File: src/rtl/mux_scan_pkg.sv
// Shared types and helpers for the mux scan controller.
package mux_scan_pkg;

  typedef enum logic [1:0] {
    IDLE   = 2'd0,
    SETTLE = 2'd1,
    SAMPLE = 2'd2
  } state_t;

  // Samples taken per channel before voting.
  localparam int SAMPLES = 3;

  // Two-of-three majority vote.
  function automatic logic maj3(input logic a, input logic b, input logic c);
    return (a & b) | (a & c) | (b & c);
  endfunction

endpackage

File: src/rtl/mux_scan_ctrl_next_ch.sv
// Priority finder for the scan order: the next enabled channel above the
// current one, and the lowest enabled channel of a freshly launched mask.
module mux_scan_next_ch #(
  parameter int N    = 4,
  parameter int SELW = $clog2(N)
) (
  input  logic [N-1:0]    mask,
  input  logic [SELW-1:0] ch,
  input  logic [N-1:0]    new_mask,
  output logic [SELW-1:0] next_ch,
  output logic            has_next,
  output logic [SELW-1:0] first_ch,
  output logic            has_first
);

  // Downward loops so the lowest qualifying index is the last one written.
  always_comb begin
    next_ch   = '0;
    has_next  = 1'b0;
    first_ch  = '0;
    has_first = 1'b0;
    for (int i = N - 1; i >= 0; i--) begin
      if (mask[i] && (i > int'(ch))) begin
        next_ch  = SELW'(i);
        has_next = 1'b1;
      end
    end
    for (int i = N - 1; i >= 0; i--) begin
      if (new_mask[i]) begin
        first_ch  = SELW'(i);
        has_first = 1'b1;
      end
    end
  end

endmodule

File: src/rtl/mux_scan_ctrl.sv
// Scan controller for an N:1 bit mux: settles after each select change,
// votes three samples per enabled channel and hands the assembled word
// downstream on valid/ready, in single-shot or continuous mode.
//
// state  | meaning
// IDLE   | waiting for start_i (or a pending zero-mask rescan); select held
// SETTLE | settle counter running down after a select change
// SAMPLE | three consecutive captures of mux_dat_i, then vote
module mux_scan_ctrl
  import mux_scan_pkg::*;
#(
  parameter  int N          = 4,
  parameter  int SETTLE_CYC = 2,
  localparam int SELW       = $clog2(N)
) (
  input  logic            clk,
  input  logic            rst,
  input  logic            start_i,
  input  logic            cont_i,
  input  logic [N-1:0]    en_mask_i,
  output logic [SELW-1:0] mux_sel_o,
  input  logic            mux_dat_i,
  output logic            busy_o,
  output logic [N-1:0]    word_o,
  output logic            valid_o,
  input  logic            ready_i,
  output logic            overrun_o
);

  localparam int CW = (SETTLE_CYC > 1) ? $clog2(SETTLE_CYC) : 1;
  localparam logic [CW-1:0] SETTLE_LOAD = (SETTLE_CYC > 0) ? CW'(SETTLE_CYC - 1) : '0;
  localparam state_t ENTRY_STATE = (SETTLE_CYC == 0) ? SAMPLE : SETTLE;
  localparam logic [1:0] LAST_SAMPLE = 2'(SAMPLES - 1);

  state_t          state;
  logic [N-1:0]    mask_q;
  logic [N-1:0]    shadow;
  logic [N-1:0]    final_word;
  logic            cont_q;
  logic            rescan;
  logic [SELW-1:0] ch;
  logic [SELW-1:0] next_ch;
  logic [SELW-1:0] first_ch;
  logic            has_next;
  logic            has_first;
  logic [CW-1:0]   settle_cnt;
  logic [1:0]      samp_cnt;
  logic            s0;
  logic            s1;
  logic            vote;

  mux_scan_next_ch #(.N(N), .SELW(SELW)) u_next_ch (
    .mask      (mask_q),
    .ch        (ch),
    .new_mask  (en_mask_i),
    .next_ch   (next_ch),
    .has_next  (has_next),
    .first_ch  (first_ch),
    .has_first (has_first)
  );

  assign vote      = maj3(s0, s1, mux_dat_i);
  assign mux_sel_o = ch;
  assign busy_o    = (state != IDLE);

  // Shadow word with the bit being voted this cycle already merged in.
  always_comb begin
    final_word     = shadow;
    final_word[ch] = vote;
  end

  // Scan sequencing, sample capture and output handshake.
  always_ff @(posedge clk) begin
    if (rst) begin
      state      <= IDLE;
      mask_q     <= '0;
      shadow     <= '0;
      cont_q     <= 1'b0;
      rescan     <= 1'b0;
      ch         <= '0;
      settle_cnt <= '0;
      samp_cnt   <= '0;
      s0         <= 1'b0;
      s1         <= 1'b0;
      word_o     <= '0;
      valid_o    <= 1'b0;
      overrun_o  <= 1'b0;
    end else begin
      rescan <= 1'b0;
      if (valid_o && ready_i) valid_o <= 1'b0;
      case (state)
        IDLE: begin
          if (start_i || rescan) begin
            mask_q <= en_mask_i;
            cont_q <= cont_i;
            shadow <= '0;
            if (start_i) overrun_o <= 1'b0;
            if (has_first) begin
              ch         <= first_ch;
              settle_cnt <= SETTLE_LOAD;
              samp_cnt   <= '0;
              state      <= ENTRY_STATE;
            end else begin
              // Empty mask: the scan is complete before it starts.
              word_o  <= '0;
              valid_o <= 1'b1;
              if (valid_o && !ready_i) overrun_o <= 1'b1;
              rescan  <= cont_i;
            end
          end
        end
        SETTLE: begin
          if (settle_cnt == '0) state <= SAMPLE;
          else settle_cnt <= settle_cnt - 1'b1;
        end
        SAMPLE: begin
          samp_cnt <= samp_cnt + 2'd1;
          if (samp_cnt == 2'd0) s0 <= mux_dat_i;
          if (samp_cnt == 2'd1) s1 <= mux_dat_i;
          if (samp_cnt == LAST_SAMPLE) begin
            samp_cnt <= '0;
            shadow   <= final_word;
            if (has_next) begin
              ch         <= next_ch;
              settle_cnt <= SETTLE_LOAD;
              state      <= ENTRY_STATE;
            end else begin
              word_o  <= final_word;
              valid_o <= 1'b1;
              if (valid_o && !ready_i) overrun_o <= 1'b1;
              if (cont_q && cont_i) begin
                mask_q <= en_mask_i;
                cont_q <= cont_i;
                shadow <= '0;
                if (has_first) begin
                  ch         <= first_ch;
                  settle_cnt <= SETTLE_LOAD;
                  state      <= ENTRY_STATE;
                end else begin
                  // An empty follow-on mask is reported from IDLE next cycle
                  // so it does not clobber the word just produced.
                  state  <= IDLE;
                  rescan <= 1'b1;
                end
              end else begin
                state <= IDLE;
              end
            end
          end
        end
        default: state <= IDLE;
      endcase
    end
  end

endmodule

File: config.mk
export PLATFORM = sky130hd
export DESIGN_NAME = mux_scan_ctrl
export DESIGN_NICKNAME = d
export VERILOG_FILES = /design/src/rtl/mux_scan_pkg.sv /design/src/rtl/mux_scan_ctrl_next_ch.sv /design/src/rtl/mux_scan_ctrl.sv
export SDC_FILE = /design/constraint.sdc
export NUM_CORES = 1
export LEC_CHECK = 0
export ABC_AREA = 0
export CAP_MARGIN = 0
export CORE_MARGIN = 2
export CORE_UTILIZATION = 53
export DETAILED_ROUTE_END_ITERATION = 10
export GPL_ROUTABILITY_DRIVEN = 0
export PLACE_DENSITY = 0.82
export SLEW_MARGIN = 20
export SYNTH_ARGS = -nofsm -noshare
export SYNTH_HDL_FRONTEND = slang
export SYNTH_SLANG_ARGS = --single-unit
File: constraint.sdc
create_clock -name clk -period 2.9 [get_ports clk]
set_clock_uncertainty 0.2 [all_clocks]
set_input_delay 0.29 -clock clk [delete_from_list [all_inputs] [get_ports clk]]
set_output_delay 0.29 -clock clk [all_outputs]
set_load 0.01 [all_outputs]
==> impl_metrics.env, run 1 <==
export IMPL_syn_to_final_growth_pct=16.48
export IMPL_drtAntennaViolNets=0
export IMPL_rsz0062_at_grt="no"
export IMPL_dieArea_um2=2924
export IMPL_insertion_delay_ns=0.32
export IMPL_instances_no_fill=201
export IMPL_arrival_ns=2.48
export IMPL_yosysTopAreaCell="dfxtp_1"
export IMPL_cts_resized=0
export IMPL_htree_num_levels=1
export IMPL_firstDrtPassIters=4
export IMPL_io_pins=19
export IMPL_clk_pin_slew_ns=0.14
export IMPL_drive_gt1_share_pct=5.263
export IMPL_yosysMostFrequentCell="dfxtp_1"
export IMPL_syn_nets=170
export IMPL_fmax_ghz=0.4085
export IMPL_synthTopCellsByCount="24 x dfxtp_1, 23 x nor2_1, 13 x mux2i_1"
export IMPL_p_total_uw=1259
export IMPL_grt_pass1_vias=1097
export IMPL_start_util_pct=54.63
export IMPL_cts_buffer_depth=2
export IMPL_finalSetupViolations=0
export IMPL_synthFlopType="dfxtp_1"
export IMPL_cts_tree="built"
export IMPL_maxSlewHeadroom_pct=56.11
export IMPL_maxSlewViolCount=0
export IMPL_finalHoldViolations=0
export IMPL_via_per_inst=5.990
export IMPL_dp_hpwl_mm=2.292
export IMPL_synthesis_area_um2=1329
export IMPL_syn_inst=155
export IMPL_drv_cap=0
export IMPL_finalSetupTns_ns=0
export IMPL_critPathBufInv=1
export IMPL_antenna_found_initial=0
export IMPL_vias=1204
export IMPL_grt_pass1_wl_mm=4.857
export IMPL_cp_common_cell="nor2_1"
export IMPL_utilization_pct=63.63
export IMPL_finalNetCount=187
export IMPL_critPathSlowestCell="ha_1"
export IMPL_required_ns=2.93
export IMPL_hp_class="reg -> reg"
export IMPL_routed_wl_mm=3.045
export IMPL_core_um2=2432
export IMPL_setup_ws_ns=0.4521
export IMPL_ys_types=35
export IMPL_avgSynthCellArea_um2=8.573
export IMPL_synth_edff_count=0
export IMPL_n_antenna_cell=0
export IMPL_grt_use_total_pct=23.38
export IMPL_drt_initial_drc_count=46
export IMPL_path_cells="inv_1 > ha_1 > nor2_1 > a211o_1 > a221o_1 > mux2i_1 > nor2_1"
export IMPL_cts_root_buf="clkbuf_4"
export IMPL_synth_top_area_share_pct=36.16
export IMPL_ys_seq_area_share_pct=36.16
export IMPL_status="completed"
export IMPL_drc=0
export IMPL_port_buffer_count=18
export IMPL_yosys_top_cells_area="dfxtp_1 36%, mux2i_1 9.8%, nor2_1 6.5%"
export IMPL_start_kind="register"
export IMPL_ir_drop_mv=0.5384
export IMPL_critical_path_class="reg -> reg"
export IMPL_cts_hold_buf=0
export IMPL_fin_crit_sh_pct=84.41
export IMPL_cts_buffers_inserted=3
export IMPL_critical_path_top_delay_family="compound AO/OA/AOI/OAI gates"
export IMPL_grt_remaining_overflow=0
export IMPL_dp_slack_ns=0.5034
export IMPL_p_leak_uw=0.0005840
export IMPL_grt_max_degree=18
export IMPL_power_density_nw_per_um2=813.3
export IMPL_drt_wirelength_per_cell_um=15.15
export IMPL_dp_cells=197
export IMPL_placement_rows=18
export IMPL_die_w_um=54.07
export IMPL_async_flop_share_pct=0
export IMPL_cpPeakStageDelay_ns=0.51
export IMPL_ys_ff_latch=24
export IMPL_fin_crit_ns=2.448
export IMPL_worstMarginPinSlew_ns=0.6523
export IMPL_crit_fanout=17
export IMPL_die_h_um=54.07
export IMPL_postCtsSetupBuffers=0
export IMPL_yosys_warnings=0
export IMPL_clock_sinks=24
export IMPL_critPathCaptureType="register"
-- power breakdown --
| group | leakage, µW | total [µW] | internal, µW | switching [µW] |
|---|---|---|---|---|
| Sequential | 0.000195 | 465 | 388 | 76.5 |
| Clock | 0.0000210 | 183 | 76.9 | 107 |
| Combinational | 0.000368 | 611 | 265 | 345 |
| Total | 0.000584 | 1260 | 730 | 529 |
-- flip-flops by register name (all words and copies together), names as in the netlist --
register    count
cont_q          1
shadow          4
mux_sel_o       2
rescan          1
word_o          4
overrun_o       1
samp_cnt        2
state           2
settle_cnt      1
mask_q          3
valid_o         1
s1              1
s0              1
-- layer usage --
metal / global-route usage (%) / routed length, µm
met1: 27.70 / 1344
met2: 41.26 / 1451
met3: 5.556 / 207
met4: 7.500 / 42
met5: 0 / 0
-- stage by stage --
stage               instance area, µm²  hold slack [ns]
floorplan                         1329           0.2368
global placement                  1511           0.2582
detailed placement                1511           0.2641
CTS                               1548           0.2842
global route                      1548           0.2954
finish                            1548           0.2820
-- logic make-up (layout without fill, tap and decap cells) --
family / count (synthesis) / in the layout / share of synthesized area, %
buf+inv: 12 / 28 / 4.613
fa+ha+maj: 5 / 5 / 4.708
flops: 24 / 24 / 36.16
mux: 13 / 13 / 9.792
simple gates: 57 / 57 / 21.19
compound gates: 44 / 44 / 23.54
-- path summary, 6_finish.rpt --
| check | from | endpoint | slack (ns) | depth (start not counted) |
|---|---|---|---|---|
| worst max-delay path | state[0]$_SDFFE_PP0P_ | word_o[1]$_SDFFE_PP0P_ | 0.45 | 7 |
| worst min-delay path | mask_q[1]$_SDFFE_PP0P_ | mask_q[1]$_SDFFE_PP0P_ | 0.28 | 2 |
| worst max register to register | state[0]$_SDFFE_PP0P_ | word_o[1]$_SDFFE_PP0P_ | 0.45 | 7 |
| worst min register to register | mask_q[1]$_SDFFE_PP0P_ | mask_q[1]$_SDFFE_PP0P_ | 0.28 | 2 |
-- tightest hold or removal path, cell delays in order, from the launching register on --
cell	delay, ns
dfxtp_1	0.34
nand2b_1	0.06
mux2i_1	0.05
-- layout make-up --
class	count	area [µm²]
Timing Repair Buffer	19	187.7
Inverter	5	18.77
Sequential cell	24	480.5
Clock buffer	4	36.28
Tap cell	30	37.54
Fill cell	208	884.6
Multi-Input combinational cell	119	787.0
-- placed cells by master, fill, tap and decap left out, types with 2 or more instances in the layout --
cell type         n
o22ai_1           3
a211oi_1          2
a21o_1            2
nor3_1            2
nor2b_1           4
a21oi_1           5
nand2_1           7
clkdlybuf4s50_1  18
clkbuf_4          3
a221o_1           2
a22oi_1           4
o21ai_0          10
a31oi_1           6
mux2i_1          13
nand3b_1          2
nand3_1           3
nor2_1           23
inv_1             5
nand2b_1         11
dfxtp_1          24
nor3b_1           3
ha_1              5
(Power assumes the default switching activity.)
==> inputs of run 2 (changes only) <==
Clock period 2.9 ns to 2.4 ns, I/O delays scaled along.
==> run 2 against run 1 <==
Compared with the run above: cell count grew 1.5%; worst setup slack lost 0.28 ns; count of clock-buffer cells in the layout shrank 1; via count grew 1.5%; register-to-register slack lost 0.27 ns; routed wire length shrank 2.1%; clock power grew 59%; die area is the same; first-iteration DRC count shrank 46%.
==> impl_metrics.env, run 2 (synthesized netlist as in run 1, its figures left out) <==
export IMPL_fin_crit_sh_pct=92.86
export IMPL_dp_hpwl_mm=2.306
export IMPL_grt_max_degree=18
export IMPL_drt_initial_drc_count=25
export IMPL_path_cells="inv_1 > ha_1 > buf_4 > inv_1 > clkdlybuf4s50_1"
export IMPL_finalHoldViolations=0
export IMPL_vias=1222
export IMPL_clock_sinks=24
export IMPL_crit_fanout=8
export IMPL_p_leak_uw=0.0006057
export IMPL_routed_wl_mm=2.980
export IMPL_regArea_um2=480.5
export IMPL_drc=0
export IMPL_grt_remaining_overflow=0
export IMPL_dieArea_um2=2924
export IMPL_critPathSlowestCell="clkdlybuf4s50_1"
export IMPL_intPower_uw=975.0
export IMPL_grt_pass1_vias=1173
export IMPL_drtAntennaViolNets=0
export IMPL_arrival_ns=1.79
export IMPL_finalNetCount=190
export IMPL_met1_length_mm=1.302
export IMPL_placement_rows=18
export IMPL_critPathCaptureType="output pin"
export IMPL_antenna_found_initial=0
export IMPL_status="completed"
export IMPL_ir_drop_mv=0.6966
export IMPL_cts_tree="built"
export IMPL_critPathBufInv=4
export IMPL_die_w_um=54.07
export IMPL_drive_gt1_share_pct=7.471
export IMPL_regToRegSetupSlack_ns=0.18
export IMPL_layout_commonest_cell="dfxtp_1"
export IMPL_reg2reg_depth=7
export IMPL_dr_wl_met3_um=174
export IMPL_p_total_uw=1611
export IMPL_clock_power_share_pct=18.1
export IMPL_switching_power_uw=636.0
export IMPL_crit_cells=5
export IMPL_clk_pin_slew_ns=0.13
export IMPL_dp_slack_ns=0.1673
export IMPL_maxSlewHeadroom_pct=64.52
export IMPL_firstDrtPassIters=4
export IMPL_required_ns=1.96
export IMPL_maxSlewViolCount=0
export IMPL_syn_to_final_growth_pct=19.49
export IMPL_critical_path_top_delay_family="buffers and inverters"
export IMPL_port_buffer_count=18
export IMPL_worstMarginPinSlew_ns=0.5266
export IMPL_io_pins=19
export IMPL_cts_hold_buf=0
export IMPL_htree_num_levels=1
export IMPL_start_kind="register"
export IMPL_p_sw_share_pct=39.48
export IMPL_power_density_nw_per_um2=1015
export IMPL_dp_cells=200
export IMPL_cts_buffers_inserted=3
export IMPL_multi_input_area_um2=788.3
export IMPL_p_comb_share_pct=47.1
export IMPL_fmax_ghz=0.4487
export IMPL_n_antenna_cell=0
export IMPL_nFillCells=217
export IMPL_drv_cap=0
export IMPL_core_um2=2432
export IMPL_top_regs="shadow x4, word_o x4, mask_q x3"
export IMPL_finalSetupTns_ns=0
export IMPL_instances_no_fill=204
export IMPL_placed_cell_area_um2=1534
export IMPL_die_h_um=54.07
export IMPL_finalSetupViolations=0
export IMPL_hp_class="reg -> reg"
export IMPL_mostFrequentLayoutCells="24 x dfxtp_1, 23 x nor2_1, 18 x clkdlybuf4s50_1, 13 x mux2i_1, 11 x nand2b_1"
export IMPL_cp_common_cell="inv_1"
export IMPL_highest_layer="met4"
export IMPL_grt_use_total_pct=23.48
export IMPL_wl_met2_mm=1.418
export IMPL_cts_buffer_depth=2
export IMPL_cts_root_buf="clkbuf_4"
export IMPL_fin_crit_ns=2.229
export IMPL_via_per_inst=5.990
export IMPL_seqPwrFrac_pct=34.8
export IMPL_start_util_pct=54.63
export IMPL_fin_area_um2=1588
export IMPL_insertion_delay_ns=0.31
export IMPL_cpPeakStageDelay_ns=0.52
export IMPL_drt_wirelength_per_cell_um=14.61
export IMPL_critical_path_class="reg -> out"
export IMPL_hold_depth=2
export IMPL_setup_ws_ns=0.1713
export IMPL_rsz0062_at_grt="no"
export IMPL_grt_pass1_wl_mm=4.981
## run 2: cell types whose count changed in the layout (fill, tap and decap cells not counted), sizes merged
| cell | before | now |
|---|---|---|
| clkbuf | 4 | 3 |
| bufinv | 0 | 1 |
| buf | 1 | 4 |
## run 2: per-stage QoR
step | utilization, % | hold slack [ns]
6_report | 65.28 | 0.2948
5_1_grt | 65.28 | 0.3434
4_1_cts | 65.23 | 0.3031
3_5_place_dp | 63.07 | 0.2820
3_3_place_gp | 63.07 | 0.2642
2_1_floorplan | - | 0.1868
## run 2: layout make-up
| type | count | area share [%] |
|---|---|---|
| Tap cell | 30 | 2.364 |
| Sequential cell | 24 | 30.26 |
| Timing Repair Buffer | 22 | 13.24 |
| Inverter | 5 | 1.182 |
| Clock buffer | 3 | 1.418 |
| Multi-Input combinational cell | 119 | 49.65 |
| Clock inverter | 1 | 1.891 |
## run 2: worst paths after layout
check / to / start
max reg2reg: word_o[3]$_SDFFE_PP0P_ / state[0]$_SDFFE_PP0P_
max: busy_o / state[0]$_SDFFE_PP0P_
min: mask_q[1]$_SDFFE_PP0P_ / mask_q[1]$_SDFFE_PP0P_
min reg2reg: mask_q[1]$_SDFFE_PP0P_ / mask_q[1]$_SDFFE_PP0P_
## run 2: metal layers
layer | GRT usage [%] | vias up
met5 | 0 | -
li1 | - | 599
met3 | 3.333 | 13
met4 | 11.25 | 0
met2 | 41.06 | 48
met1 | 28.01 | 562
## run 2: power by group through the flow
stage / Combinational (µW) / Clock [µW] / Sequential [µW]
floorplan: 587 / 0 / 552
global placement: 718 / 0 / 561
detailed placement: 748 / 0 / 570
CTS: 753 / 295 / 559
global route: 844 / 317 / 571
finish: 760 / 291 / 560
## run 2: tightest hold or removal path: stages, from the launching register on
cell	delay [ns]
dfxtp_1	0.34
nand2b_1	0.06
mux2i_1	0.06
## run 2: timing repair
action | in CTS | in global routing
endpoints found under the setup margin | 0 | 1
buffers inserted | 0 | 0
resized for setup | 0 | 1
==> inputs of run 3 (changes only) <==
Settings changed: SETUP_SLACK_MARGIN set to 0.02.
==> results of run 3 <==
The final DEF is identical to that of run 2; final timing and power are the same.
